`src/rtl/output_port_arbiter_pkg.sv`:
```
// Shared types and helpers for the per-output request/CTS arbiter.
package exanet_arb_pkg;

  typedef enum logic [1:0] {
    ARB   = 2'd0,
    GRANT = 2'd1,
    BUSY  = 2'd2
  } arb_state_t;

  localparam int VC_NUM    = 3;
  localparam int PRIO_NUM  = 2;
  localparam int INPUT_NUM = 4;
  localparam int IN_W      = $clog2(INPUT_NUM);
  localparam int K_W       = $clog2(VC_NUM * PRIO_NUM);

  function automatic int CLASS_IDX(input int p, input int v, input int vc_num);
    return p * vc_num + v;
  endfunction

  // Width of an index into n items, never zero.
  function automatic int clog2_min1(input int n);
    return (n > 1) ? $clog2(n) : 1;
  endfunction

endpackage

```
`src/rtl/output_port_arbiter_if.sv`:
```
// Request/CTS bundle between input VC request logic (master) and one output arbiter (slave).
interface output_port_arbiter_if
  import exanet_arb_pkg::*;
#(
  parameter int vc_num    = VC_NUM,
  parameter int prio_num  = PRIO_NUM,
  parameter int input_num = INPUT_NUM
);
  localparam int NK = vc_num * prio_num;
  localparam int IW = clog2_min1(input_num);
  localparam int KW = clog2_min1(NK);

  logic [input_num-1:0][NK-1:0] i_request;
  logic [NK-1:0]                i_credit_avail;
  logic                         i_last;
  logic                         o_cts;
  logic [IW-1:0]                o_selected_input;
  logic [KW-1:0]                o_selected_vc;
  logic                         o_busy;
  logic                         o_timeout_err;

  modport slave (
    input  i_request, i_credit_avail, i_last,
    output o_cts, o_selected_input, o_selected_vc, o_busy, o_timeout_err
  );

  modport master (
    output i_request, i_credit_avail, i_last,
    input  o_cts, o_selected_input, o_selected_vc, o_busy, o_timeout_err
  );
endinterface

```
`src/rtl/output_port_arbiter_rr_pick.sv`:
```
// Combinational round-robin pick: first set bit of req_i at or after ptr_i, wrapping at N.
module rr_pick
  import exanet_arb_pkg::*;
#(
  parameter int N  = 4,
  parameter int PW = clog2_min1(N)
) (
  input  logic [N-1:0]  req_i,
  input  logic [PW-1:0] ptr_i,
  output logic [PW-1:0] gnt_idx_o,
  output logic          any_o
);
  int idx;

  // Scan offsets from far to near so the closest request to ptr_i is written last.
  always_comb begin
    gnt_idx_o = '0;
    any_o     = 1'b0;
    idx       = 0;
    for (int j = N - 1; j >= 0; j--) begin
      idx = int'(ptr_i) + j;
      if (idx >= N) idx = idx - N;
      if (req_i[idx]) begin
        gnt_idx_o = PW'(idx);
        any_o     = 1'b1;
      end
    end
  end
endmodule

```
`src/rtl/output_port_arbiter.sv`:
```
// Output-port arbiter: priority + VC round-robin class pick, input round-robin, grant held to last beat.
// Optional BUSY watchdog enabled by defining OUTPUT_ARB_TIMEOUT_EN.
module output_port_arbiter
  import exanet_arb_pkg::*;
#(
  parameter int vc_num         = VC_NUM,
  parameter int prio_num       = PRIO_NUM,
  parameter int input_num      = INPUT_NUM,
  parameter int timeout_cycles = 256
) (
  input  logic                 clk,
  input  logic                 reset,
  output_port_arbiter_if.slave bus
);
  localparam int NK = vc_num * prio_num;
  localparam int IW = clog2_min1(input_num);
  localparam int KW = clog2_min1(NK);
  localparam int VW = clog2_min1(vc_num);
  localparam int PW = clog2_min1(prio_num);

  arb_state_t state_q, state_d;
  logic [IW-1:0] sel_in_q, sel_in_d;
  logic [KW-1:0] sel_k_q, sel_k_d;
  logic [PW-1:0] sel_p_q, sel_p_d;
  logic [VW-1:0] sel_v_q, sel_v_d;
  logic [prio_num-1:0][VW-1:0] vc_ptr_q, vc_ptr_d;
  logic [NK-1:0][IW-1:0]       in_ptr_q, in_ptr_d;
`ifdef OUTPUT_ARB_TIMEOUT_EN
  logic        err_q, err_d;
  logic [15:0] tmo_cnt_q, tmo_cnt_d;
`endif

  logic [NK-1:0]               elig;
  logic [prio_num-1:0][VW-1:0] vgnt;
  logic [prio_num-1:0]         vany;
  logic [PW-1:0]               pick_p;
  logic [VW-1:0]               pick_v;
  logic [KW-1:0]               pick_k;
  logic                        have_cls;
  logic [input_num-1:0]        in_req;
  logic [IW-1:0]               pick_in;
  logic                        in_any;
  logic                        have;
  logic                        sel_req;

  always_comb begin
    elig = '0;
    for (int k = 0; k < NK; k++)
      for (int i = 0; i < input_num; i++)
        elig[k] = elig[k] | bus.i_request[i][k];
    elig = elig & bus.i_credit_avail;
  end

  for (genvar p = 0; p < prio_num; p++) begin : g_vc
    rr_pick #(.N(vc_num), .PW(VW)) u_vc_pick (
      .req_i    (elig[p*vc_num +: vc_num]),
      .ptr_i    (vc_ptr_q[p]),
      .gnt_idx_o(vgnt[p]),
      .any_o    (vany[p])
    );
  end

  // Highest priority level with an eligible class wins (last writer in the loop).
  always_comb begin
    pick_p   = '0;
    have_cls = 1'b0;
    for (int p = 0; p < prio_num; p++) begin
      if (vany[p]) begin
        pick_p   = PW'(p);
        have_cls = 1'b1;
      end
    end
    pick_v = vgnt[pick_p];
    pick_k = KW'(CLASS_IDX(int'(pick_p), int'(pick_v), vc_num));
    for (int i = 0; i < input_num; i++) in_req[i] = bus.i_request[i][pick_k];
  end

  rr_pick #(.N(input_num), .PW(IW)) u_in_pick (
    .req_i    (in_req),
    .ptr_i    (in_ptr_q[pick_k]),
    .gnt_idx_o(pick_in),
    .any_o    (in_any)
  );

  assign have    = have_cls & in_any;
  assign sel_req = bus.i_request[sel_in_q][sel_k_q];

  always_ff @(posedge clk) begin
    if (reset) begin
      state_q   <= ARB;
      sel_in_q  <= '0;
      sel_k_q   <= '0;
      sel_p_q   <= '0;
      sel_v_q   <= '0;
      vc_ptr_q  <= '0;
      in_ptr_q  <= '0;
`ifdef OUTPUT_ARB_TIMEOUT_EN
      err_q     <= 1'b0;
      tmo_cnt_q <= '0;
`endif
    end else begin
      state_q   <= state_d;
      sel_in_q  <= sel_in_d;
      sel_k_q   <= sel_k_d;
      sel_p_q   <= sel_p_d;
      sel_v_q   <= sel_v_d;
      vc_ptr_q  <= vc_ptr_d;
      in_ptr_q  <= in_ptr_d;
`ifdef OUTPUT_ARB_TIMEOUT_EN
      err_q     <= err_d;
      tmo_cnt_q <= tmo_cnt_d;
`endif
    end
  end

  always_comb begin
    state_d  = state_q;
    sel_in_d = sel_in_q;
    sel_k_d  = sel_k_q;
    sel_p_d  = sel_p_q;
    sel_v_d  = sel_v_q;
    vc_ptr_d = vc_ptr_q;
    in_ptr_d = in_ptr_q;
`ifdef OUTPUT_ARB_TIMEOUT_EN
    err_d     = err_q;
    tmo_cnt_d = tmo_cnt_q;
`endif
    unique case (state_q)
      ARB: begin
        if (have) begin
          sel_in_d = pick_in;
          sel_k_d  = pick_k;
          sel_p_d  = pick_p;
          sel_v_d  = pick_v;
          state_d  = GRANT;
        end
      end
      GRANT: begin
        // A request withdrawn during GRANT forfeits the slot without touching fairness state.
        if (sel_req) begin
          in_ptr_d[sel_k_q] = (sel_in_q == IW'(input_num - 1)) ? '0 : sel_in_q + 1'b1;
          vc_ptr_d[sel_p_q] = (sel_v_q == VW'(vc_num - 1)) ? '0 : sel_v_q + 1'b1;
          state_d = bus.i_last ? ARB : BUSY;
`ifdef OUTPUT_ARB_TIMEOUT_EN
          tmo_cnt_d = '0;
`endif
        end else begin
          state_d = ARB;
        end
      end
      BUSY: begin
        if (bus.i_last) begin
          state_d = ARB;
        end
`ifdef OUTPUT_ARB_TIMEOUT_EN
        else begin
          tmo_cnt_d = tmo_cnt_q + 16'd1;
          if (tmo_cnt_q + 16'd1 >= 16'(timeout_cycles)) begin
            err_d   = 1'b1;
            state_d = ARB;
          end
        end
`endif
      end
      default: state_d = ARB;
    endcase
  end

  always_comb begin
    bus.o_cts            = (state_q == GRANT) && sel_req;
    bus.o_busy           = (state_q != ARB);
    bus.o_selected_input = sel_in_q;
    bus.o_selected_vc    = sel_k_q;
`ifdef OUTPUT_ARB_TIMEOUT_EN
    bus.o_timeout_err    = err_q;
`else
    bus.o_timeout_err    = 1'b0;
`endif
  end
endmodule

```
`src/flat_wrapper.sv`:
```
// flat-port wrapper written by rule: the top's interface ports become plain ports
module output_port_arbiter_flat import exanet_arb_pkg::*;
#(
  parameter int vc_num         = VC_NUM,
  parameter int prio_num       = PRIO_NUM,
  parameter int input_num      = INPUT_NUM,
  parameter int timeout_cycles = 256
)
  (clk, reset, bus_i_request, bus_i_credit_avail, bus_i_last, bus_o_cts, bus_o_selected_input, bus_o_selected_vc, bus_o_busy, bus_o_timeout_err);
  output_port_arbiter_if #(.vc_num(vc_num), .prio_num(prio_num), .input_num(input_num)) bus_i ();
  input  logic clk;
  input  logic reset;
  input wire logic [$bits(bus_i.i_request)-1:0] bus_i_request;
  input wire logic [$bits(bus_i.i_credit_avail)-1:0] bus_i_credit_avail;
  input wire logic [$bits(bus_i.i_last)-1:0] bus_i_last;
  output wire logic [$bits(bus_i.o_cts)-1:0] bus_o_cts;
  output wire logic [$bits(bus_i.o_selected_input)-1:0] bus_o_selected_input;
  output wire logic [$bits(bus_i.o_selected_vc)-1:0] bus_o_selected_vc;
  output wire logic [$bits(bus_i.o_busy)-1:0] bus_o_busy;
  output wire logic [$bits(bus_i.o_timeout_err)-1:0] bus_o_timeout_err;
  assign bus_i.i_request = bus_i_request;
  assign bus_i.i_credit_avail = bus_i_credit_avail;
  assign bus_i.i_last = bus_i_last;
  assign bus_o_cts = bus_i.o_cts;
  assign bus_o_selected_input = bus_i.o_selected_input;
  assign bus_o_selected_vc = bus_i.o_selected_vc;
  assign bus_o_busy = bus_i.o_busy;
  assign bus_o_timeout_err = bus_i.o_timeout_err;
  output_port_arbiter #(.vc_num(vc_num), .prio_num(prio_num), .input_num(input_num), .timeout_cycles(timeout_cycles)) u_core (.clk(clk), .reset(reset), .bus(bus_i));
endmodule
```
`config.mk`:
```
export PLATFORM = sky130hd
export DESIGN_NAME = output_port_arbiter_flat
export DESIGN_NICKNAME = d
export VERILOG_FILES = /design/src/rtl/output_port_arbiter_pkg.sv /design/src/rtl/output_port_arbiter_if.sv /design/src/rtl/output_port_arbiter_rr_pick.sv /design/src/rtl/output_port_arbiter.sv /design/src/flat_wrapper.sv
export SDC_FILE = /design/constraint.sdc
export NUM_CORES = 1
export LEC_CHECK = 0
export CAP_MARGIN = 5
export CORE_MARGIN = 3
export CORE_UTILIZATION = 30
export DETAILED_ROUTE_END_ITERATION = 6
export SKIP_CTS_REPAIR_TIMING = 1
export SLEW_MARGIN = 20
export SYNTH_ARGS = -nofsm -noshare
export SYNTH_HDL_FRONTEND = slang
export SYNTH_SLANG_ARGS = --single-unit
```
`constraint.sdc`:
```
create_clock -name clk -period 4.6 [get_ports clk]
set_input_delay 1.15 -clock clk [delete_from_list [all_inputs] [get_ports clk]]
set_output_delay 1.15 -clock clk [all_outputs]
set_load 0.02 [all_outputs]
```
# Word-level counts from Yosys, hierarchy flattened

Cells that the tools add are included.

Register bits after elaboration: 26
Bits of input ports: 33
Output and inout bits: 8
Word-level logic and storage cells: 187

Add/sub/neg operators: 20
Multipliers: 1
Order comparisons: 27
Eq/ne operators: 6
Mux-type cells: 92
Bitwise gates (word level): 20
Reduce and logical (&&, ||, !) cells: 8

Operators with widths:

| cell                                                                                 | count |
|---|---|
| 32-bit by 4-bit less-than comparator with 1-bit output, second input constant        | 10 |
| 32-bit two-way mux                                                                   | 10 |
| 32-bit by 3-bit greater-or-equal comparator with 1-bit output, second input constant | 2 |
| 32-bit by 3-bit subtractor with 32-bit output, second input constant                 | 2 |
| 2-bit two-way mux                                                                    | 21 |
| 1-bit two-way mux                                                                    | 38 |
| 32-bit by 4-bit greater-or-equal comparator with 1-bit output, second input constant | 1 |
| 32-bit by 4-bit subtractor with 32-bit output, second input constant                 | 1 |
| 1-bit binary-select mux with 2-bit select                                            | 10 |
| 1-bit bitwise OR                                                                     | 18 |
| 1-bit binary-select mux with 3-bit select                                            | 5 |
| 2-bit by 2-bit adder with 3-bit output, second input constant                        | 4 |
| 6-bit binary-select mux with 2-bit select                                            | 1 |
| 12-bit bitwise mux                                                                   | 1 |
| 2-bit by 1-bit adder with 3-bit output, second input constant                        | 3 |
| 3-bit by 4-bit less-than comparator with 1-bit output, second input constant         | 2 |
| 3-bit by 2-bit subtractor with 4-bit output, second input constant                   | 2 |
| 3-bit by 3-bit subtractor with 4-bit output, second input constant                   | 2 |
| 6-bit AND                                                                            | 1 |
| 2-bit binary-select mux with 3-bit select                                            | 1 |
| 2-bit demux with 3-bit select                                                        | 1 |
| 2-bit equality test, second input constant                                           | 3 |
| 3-bit by 2-bit greater-or-equal comparator with 1-bit output, second input constant  | 2 |
| 3-bit greater-or-equal comparator, second input constant                             | 2 |
| 23 further kinds                                                                     | 31 |

# Depth between registers and ports, before layout

Depth after elaboration: 29
Mapped depth: 18
Mapped depth without buffers: 14

# Hierarchy

Synthesis repeated with hierarchy kept, for this count alone.

Cell total of the unflattened synthesis: 237
Area total of the unflattened synthesis: 2356.0 µm²

Modules (own cells, without submodules):

| module                                 | instances | cells each | area each (µm²) | seq. area each (µm²) |
|---|---|---|---|---|
| output_port_arbiter                    | 1         | 166        | 1833.0          | 520.5 |
| rr_pick (u_core.g_vc[0].u_vc_pick ...) | 2         | 29         | 222.7           | 0.0 |
| rr_pick (u_core.u_in_pick)             | 1         | 13         | 77.6            | 0.0 |

# Worst setup path before layout

Ideal clock, no wire load.

Kind: input port to flip-flop
Start point: input bus_i_request[0]
End point: register u_core.sel_v_q[1]
Setup time: 0.123 ns
Data arrival time: 4.505 ns
Required time: 4.477 ns
Setup slack: -0.028 ns
Stages on the path: 14
Buffers on the path: 2
Cell sequence: o41ai_1 a21oi_1 o31ai_1 nor2_1 a2111oi_0 fa_1 buf_2 mux2_2 a222oi_1 and2_1 a31oi_1 o21a_1 buf_2 mux2i_1

Cells in the longest elaborated chain, start to end: 27
Elaborated cells between the ends (all ways): 67
Classes of those cells: add/sub: 8; order compare: 4; mux: 49; bitwise: 5; reduce/logical: 1

Ends and longest elaborated chain:

| what                                                                                                                                  | line                              | text |
|---|---|---|
| start, declared                                                                                                                       | flat_wrapper.sv:13                | `input wire logic [$bits(bus_i.i_request)-1:0] bus_i_request;` |
| 1-bit bitwise OR * (3 in a row)                                                                                                       | output_port_arbiter.sv:50         | `elig[k] = elig[k] \| bus.i_request[i][k];` |
| 6-bit AND *                                                                                                                           | output_port_arbiter.sv:51         | `elig = elig & bus.i_credit_avail;` |
| 1-bit binary-select mux with 2-bit select                                                                                             | output_port_arbiter_rr_pick.sv:23 | `if (req_i[idx]) begin` |
| 1-bit two-way mux (not written as such) (2 in a row)                                                                                  | output_port_arbiter_rr_pick.sv:23 |  |
| 2-bit two-way mux (2 in a row)                                                                                                        | output_port_arbiter_rr_pick.sv:23 |  |
| 2-bit two-way mux *                                                                                                                   | output_port_arbiter_rr_pick.sv:23 |  |
| 2-bit two-way mux (not written as such) * (2 in a row)                                                                                | output_port_arbiter.sv:73         | `pick_v = vgnt[pick_p];` |
| named net u_core.pick_v[1]                                                                                                            | output_port_arbiter.sv:37         | `logic [VW-1:0] pick_v;` |
| (+1 left out)                                                                                                                         | --                                |  |
| named net u_core.pick_k[1]                                                                                                            | output_port_arbiter.sv:38         | `logic [KW-1:0] pick_k;` |
| (+3 left out)                                                                                                                         | --                                |  |
| 32-bit by 4-bit subtractor with 32-bit output / 32-bit by 4-bit greater-or-equal comparator with 1-bit output (equally long branches) | output_port_arbiter_rr_pick.sv:22 | `if (idx >= N) idx = idx - N;` |
| 32-bit two-way mux                                                                                                                    | output_port_arbiter_rr_pick.sv:22 |  |
| 1-bit binary-select mux with 2-bit select                                                                                             | output_port_arbiter_rr_pick.sv:23 |  |
| 1-bit two-way mux (not written as such) (2 in a row)                                                                                  | output_port_arbiter_rr_pick.sv:23 |  |
| 1-bit two-way mux (3 in a row)                                                                                                        | output_port_arbiter_rr_pick.sv:23 |  |
| 1-bit two-way mux *                                                                                                                   | output_port_arbiter_rr_pick.sv:23 |  |
| 1-bit AND *                                                                                                                           | output_port_arbiter.sv:85         | `assign have = have_cls & in_any;` |
| 2-bit AND reduction (no line) *                                                                                                       | --                                |  |
| end signal, assigned                                                                                                                  | output_port_arbiter.sv:106        | `sel_v_q <= sel_v_d;` |
| end, declared                                                                                                                         | output_port_arbiter.sv:25         | `logic [VW-1:0] sel_v_q, sel_v_d;` |

The timed path passes the listed nets; every way through them passes the cells marked *. The select of a mux whose other input is x is not followed.
A chain may end at the register's enable or synchronous reset.

# Final worst setup path

Start point: input bus_i_request[6]
End point: register u_core.sel_k_q[0], in the netlist u_core.bus.o_selected_vc[0]

Cells in the longest elaborated chain, start to end: 27
Elaborated cells between the ends (all ways): 67
Classes of those cells: add/sub: 8; order compare: 4; mux: 49; bitwise: 5; reduce/logical: 1

Ends and longest elaborated chain:

| what                                                                                                                                  | line                              | text |
|---|---|---|
| 1-bit bitwise OR * (3 in a row)                                                                                                       | output_port_arbiter.sv:50         |  |
| 6-bit AND *                                                                                                                           | output_port_arbiter.sv:51         |  |
| 1-bit binary-select mux with 2-bit select                                                                                             | output_port_arbiter_rr_pick.sv:23 |  |
| 1-bit two-way mux (not written as such) (2 in a row)                                                                                  | output_port_arbiter_rr_pick.sv:23 |  |
| 2-bit two-way mux (2 in a row)                                                                                                        | output_port_arbiter_rr_pick.sv:23 |  |
| 2-bit two-way mux *                                                                                                                   | output_port_arbiter_rr_pick.sv:23 |  |
| 2-bit two-way mux (not written as such) * (2 in a row)                                                                                | output_port_arbiter.sv:73         |  |
| named net u_core.pick_v[0]                                                                                                            | output_port_arbiter.sv:37         |  |
| (+1 left out)                                                                                                                         | --                                |  |
| named net u_core.pick_k[1]                                                                                                            | output_port_arbiter.sv:38         |  |
| (+3 left out)                                                                                                                         | --                                |  |
| 32-bit by 4-bit subtractor with 32-bit output / 32-bit by 4-bit greater-or-equal comparator with 1-bit output (equally long branches) | output_port_arbiter_rr_pick.sv:22 |  |
| 32-bit two-way mux                                                                                                                    | output_port_arbiter_rr_pick.sv:22 |  |
| 1-bit binary-select mux with 2-bit select                                                                                             | output_port_arbiter_rr_pick.sv:23 |  |
| 1-bit two-way mux (not written as such) (2 in a row)                                                                                  | output_port_arbiter_rr_pick.sv:23 |  |
| 1-bit two-way mux (3 in a row)                                                                                                        | output_port_arbiter_rr_pick.sv:23 |  |
| 1-bit two-way mux *                                                                                                                   | output_port_arbiter_rr_pick.sv:23 |  |
| 1-bit AND *                                                                                                                           | output_port_arbiter.sv:85         |  |
| 2-bit AND reduction (no line) *                                                                                                       | --                                |  |
| end signal, assigned                                                                                                                  | output_port_arbiter.sv:104        | `sel_k_q <= sel_k_d;` |
| end, declared                                                                                                                         | output_port_arbiter.sv:23         | `logic [KW-1:0] sel_k_q, sel_k_d;` |

Marked as above.

==> flow_summary.toml <==
[power_and_ir_drop]
leakage_uw = 0.00164
powerDensity_mw_per_mm2 = 483
peakVddDrop_mv = 0.279

[timing]
fin_ws_ns = 0.0544
final.period_utilization_pct = 98.8
maxSlewViolCount = 0
max_slew_margin_pct = 39.6
clock.fmax_mhz = 220
finalClockSkew_ns = 0.00848
setup_viol = 0
tightestPinTransition_ns = 0.904
final-hold-violation-count = 0
layout_min_cycle_time_ns = 4.55

[grt]
grt_overflow_total = 0
grt_pass1_vias = 2130
grt_max_degree = 25
antenna_found_initial = 0
grt_usage_pct = 15.3
grt_pass1_wl_um = 10300

[clocking]
root_buffer = "clkbuf_8"
cts.sinks = 26
cts_tree = "yes"
cts_made_buffers = 3
insertion_delay_ns = 0.27
htreeDepth = 1
cts.path.max_buffers = 2
clk_pin_slew_ns = 0.08

[place]
dpl_cell_area_mm2 = 0.00299
pre_cts_slack_ns = -0.729
portBuffers = 39
dp_hpwl_um = 5030
place_congestion = 0.814

[route]
antenna_left = 0
drt_iter0_drc = 101
finalWirelength_um = 6590
dr.pass1.iters = 5
vias = 2162
vias_per_cell = 5.06
route.detailed.drc = 0
wl_per_cell_um = 15.4

[synthesis]
avgSynthCellArea_um2 = 8.81
syn_area_mm2 = 0.00211
synth_top_family_by_area = "multiplexers"
synth_compound_area_share_pct = 19.3
synth-seq-area-share_pct = 24.6
yosysTopAreaCell = "dfxtp_1"
yosys.area.top_type_share_pct = 24.6
synth.area.top_cells = "dfxtp_1 (25%), mux2i_1 (13%), mux4_1 (6.2%)"
synth-seq-cells = 26
synth-edff-count = 0
synth_xor_area_share_pct = 0
yosys.area_share.simple_pct = 20.1
synth_cell_types = 57
synth_cells = 240
async_flop_share_pct = 0
synthAdderAreaFrac_pct = 5.44
synth_nets = 280
synth_mux_area_share_pct = 24.9
ys_warn_count = 0
synth_top_flop_cell = "dfxtp_1"

[critical_path]
path_max_fanout = 8
crit_end = "u_core.bus.o_selected_vc[0]$_SDFFE_PP0P_"
rr_worst_depth = 14
crit_start = "bus_i_request[6]"
crit_arrival_ns = 4.70
r2r_start = "u_core.vc_ptr_q[0]$_SDFFE_PP0P_"
worstPathRequired_ns = 4.76
cp-end-kind = "flop"
worstSetupPathType = "in2reg"
start_kind = "input port"
rrSetupSlack_ns = 0.55
regToRegEndpoint = "u_core.bus.o_selected_vc[0]$_SDFFE_PP0P_"

[floorplan]
die_area_mm2 = 0.00809
die_x_um = 90.0
fp.dieH_um = 90.0
ios = 41
coreArea_mm2 = 0.00660
start_util_pct = 32.0
row_count = 29

[min_path]
hp-class = "reg2reg"

[final_layout]
final_cell_mix = "buf_4 (63), dlymetal6s2s_1 (30), mux2i_1 (27)"
area_growth_pct = 59.3
nets = 375
fill_cells = 604
layout_commonest_cell = "buf_4"
n_antenna_cell = 0
design_area_mm2 = 0.00337
layout-drive-gt1-share_pct = 31.7
final_util_pct = 51.0

[status]
status = "completed"

[job]
drv_cap = 0
## metal layers
layer / part of all wire [%] / global-route usage, % / wire length (µm)
met1: 44 / 19.8 / 2900
met2: 50 / 26.6 / 3290
met3: 5.1 / 3.34 / 336
met4: 1.0 / 2.81 / 69
met5: 0 / 0 / 0
## registers in the layout, indices dropped and copies added, names as in the netlist
| register | cells |
|---|---|
| u_core.in_ptr_q | 12 |
| u_core.sel_v_q | 2 |
| u_core.bus.o_selected_input | 2 |
| u_core.bus.o_selected_vc | 3 |
| u_core.vc_ptr_q | 4 |
| u_core.sel_p_q | 1 |
| u_core.state_q | 2 |
## metrics by stage
stage                     hold WS [ns]  cells  TNS, ns  power (µW)
after floorplan                  0.436    240        0         951
after global placement           0.458    419    -6.04        1310
after detailed placement         0.461    419    -6.55        1320
after CTS                        0.480    423    -4.12        1520
after global routing             0.500    427   -0.553        1730
final                            0.481    427        0        1630
## logic make-up (layout without fill, tap and decap cells)
family          Yosys count  count (layout)
mux                      41              41
buf+inv                  22             116
fa+ha+maj                 9               9
other cells               1               1
flops                    26              26
simple gates             87              87
compound gates           54              54
## critical path, stage by stage
cell,delay [ns]
dlymetal6s2s_1,0.16
o41ai_4,0.10
buf_4,0.16
maj3_2,0.32
o221ai_2,0.21
a31oi_4,0.06
or2_4,0.26
ha_4,0.16
fa_2,0.68
mux2_2,0.35
a222oi_1,0.38
and2_1,0.26
a31oi_4,0.14
o21a_4,0.18
mux2i_1,0.12
## power by group
part           total (µW)  internal [µW]  leakage (µW)  switching (µW)
combinational        1100            576       0.00140             525
sequential            339            273      0.000211            65.6
clock                 187            116     0.0000357            70.3
total                1630            965       0.00164             661
## synthesized netlist by cell type (3+ instances only)
library cell and count:
or2_2 3, mux2i_1 27, mux2_2 7, mux4_1 5, inv_1 10, nand2b_1 3, and2_1 3, buf_2 5
nor3_1 11, o211ai_1 4, o41ai_1 3, o41a_1 3, o21ai_0 6, ha_1 6, nand4_1 3, nor2b_1 4
nand2_1 18, dfxtp_1 26, nor2_1 28, a21oi_1 8, o31ai_1 3, nand3_1 4
## layout make-up
| cell class | instances | area, µm² | area share, % |
|---|---|---|---|
| clock buffer | 3 | 41.3 | 1.23 |
| tap | 93 | 116 | 3.45 |
| timing repair buffer | 102 | 938 | 27.9 |
| multi-input combinational | 192 | 1680 | 50.0 |
| sequential | 26 | 520 | 15.5 |
| clock inverter | 1 | 30.0 | 0.892 |
| inverter | 10 | 37.5 | 1.11 |
## how the worst min path moves through the flow
stage | cells past startpoint | to | startpoint
global placement | 2 | u_core.in_ptr_q[4]$_SDFFE_PP0P_ | u_core.in_ptr_q[4]$_SDFFE_PP0P_
CTS | 2 | u_core.in_ptr_q[4]$_SDFFE_PP0P_ | u_core.in_ptr_q[4]$_SDFFE_PP0P_
global route | 2 | u_core.state_q[1]$_SDFFE_PP0P_ | u_core.state_q[1]$_SDFFE_PP0P_
floorplan | 2 | u_core.in_ptr_q[4]$_SDFFE_PP0P_ | u_core.in_ptr_q[4]$_SDFFE_PP0P_
finish | 2 | u_core.sel_p_q$_SDFFE_PP0P_ | u_core.sel_p_q$_SDFFE_PP0P_
detailed placement | 2 | u_core.sel_p_q$_SDFFE_PP0P_ | u_core.sel_p_q$_SDFFE_PP0P_
(Power assumes the default switching activity.)
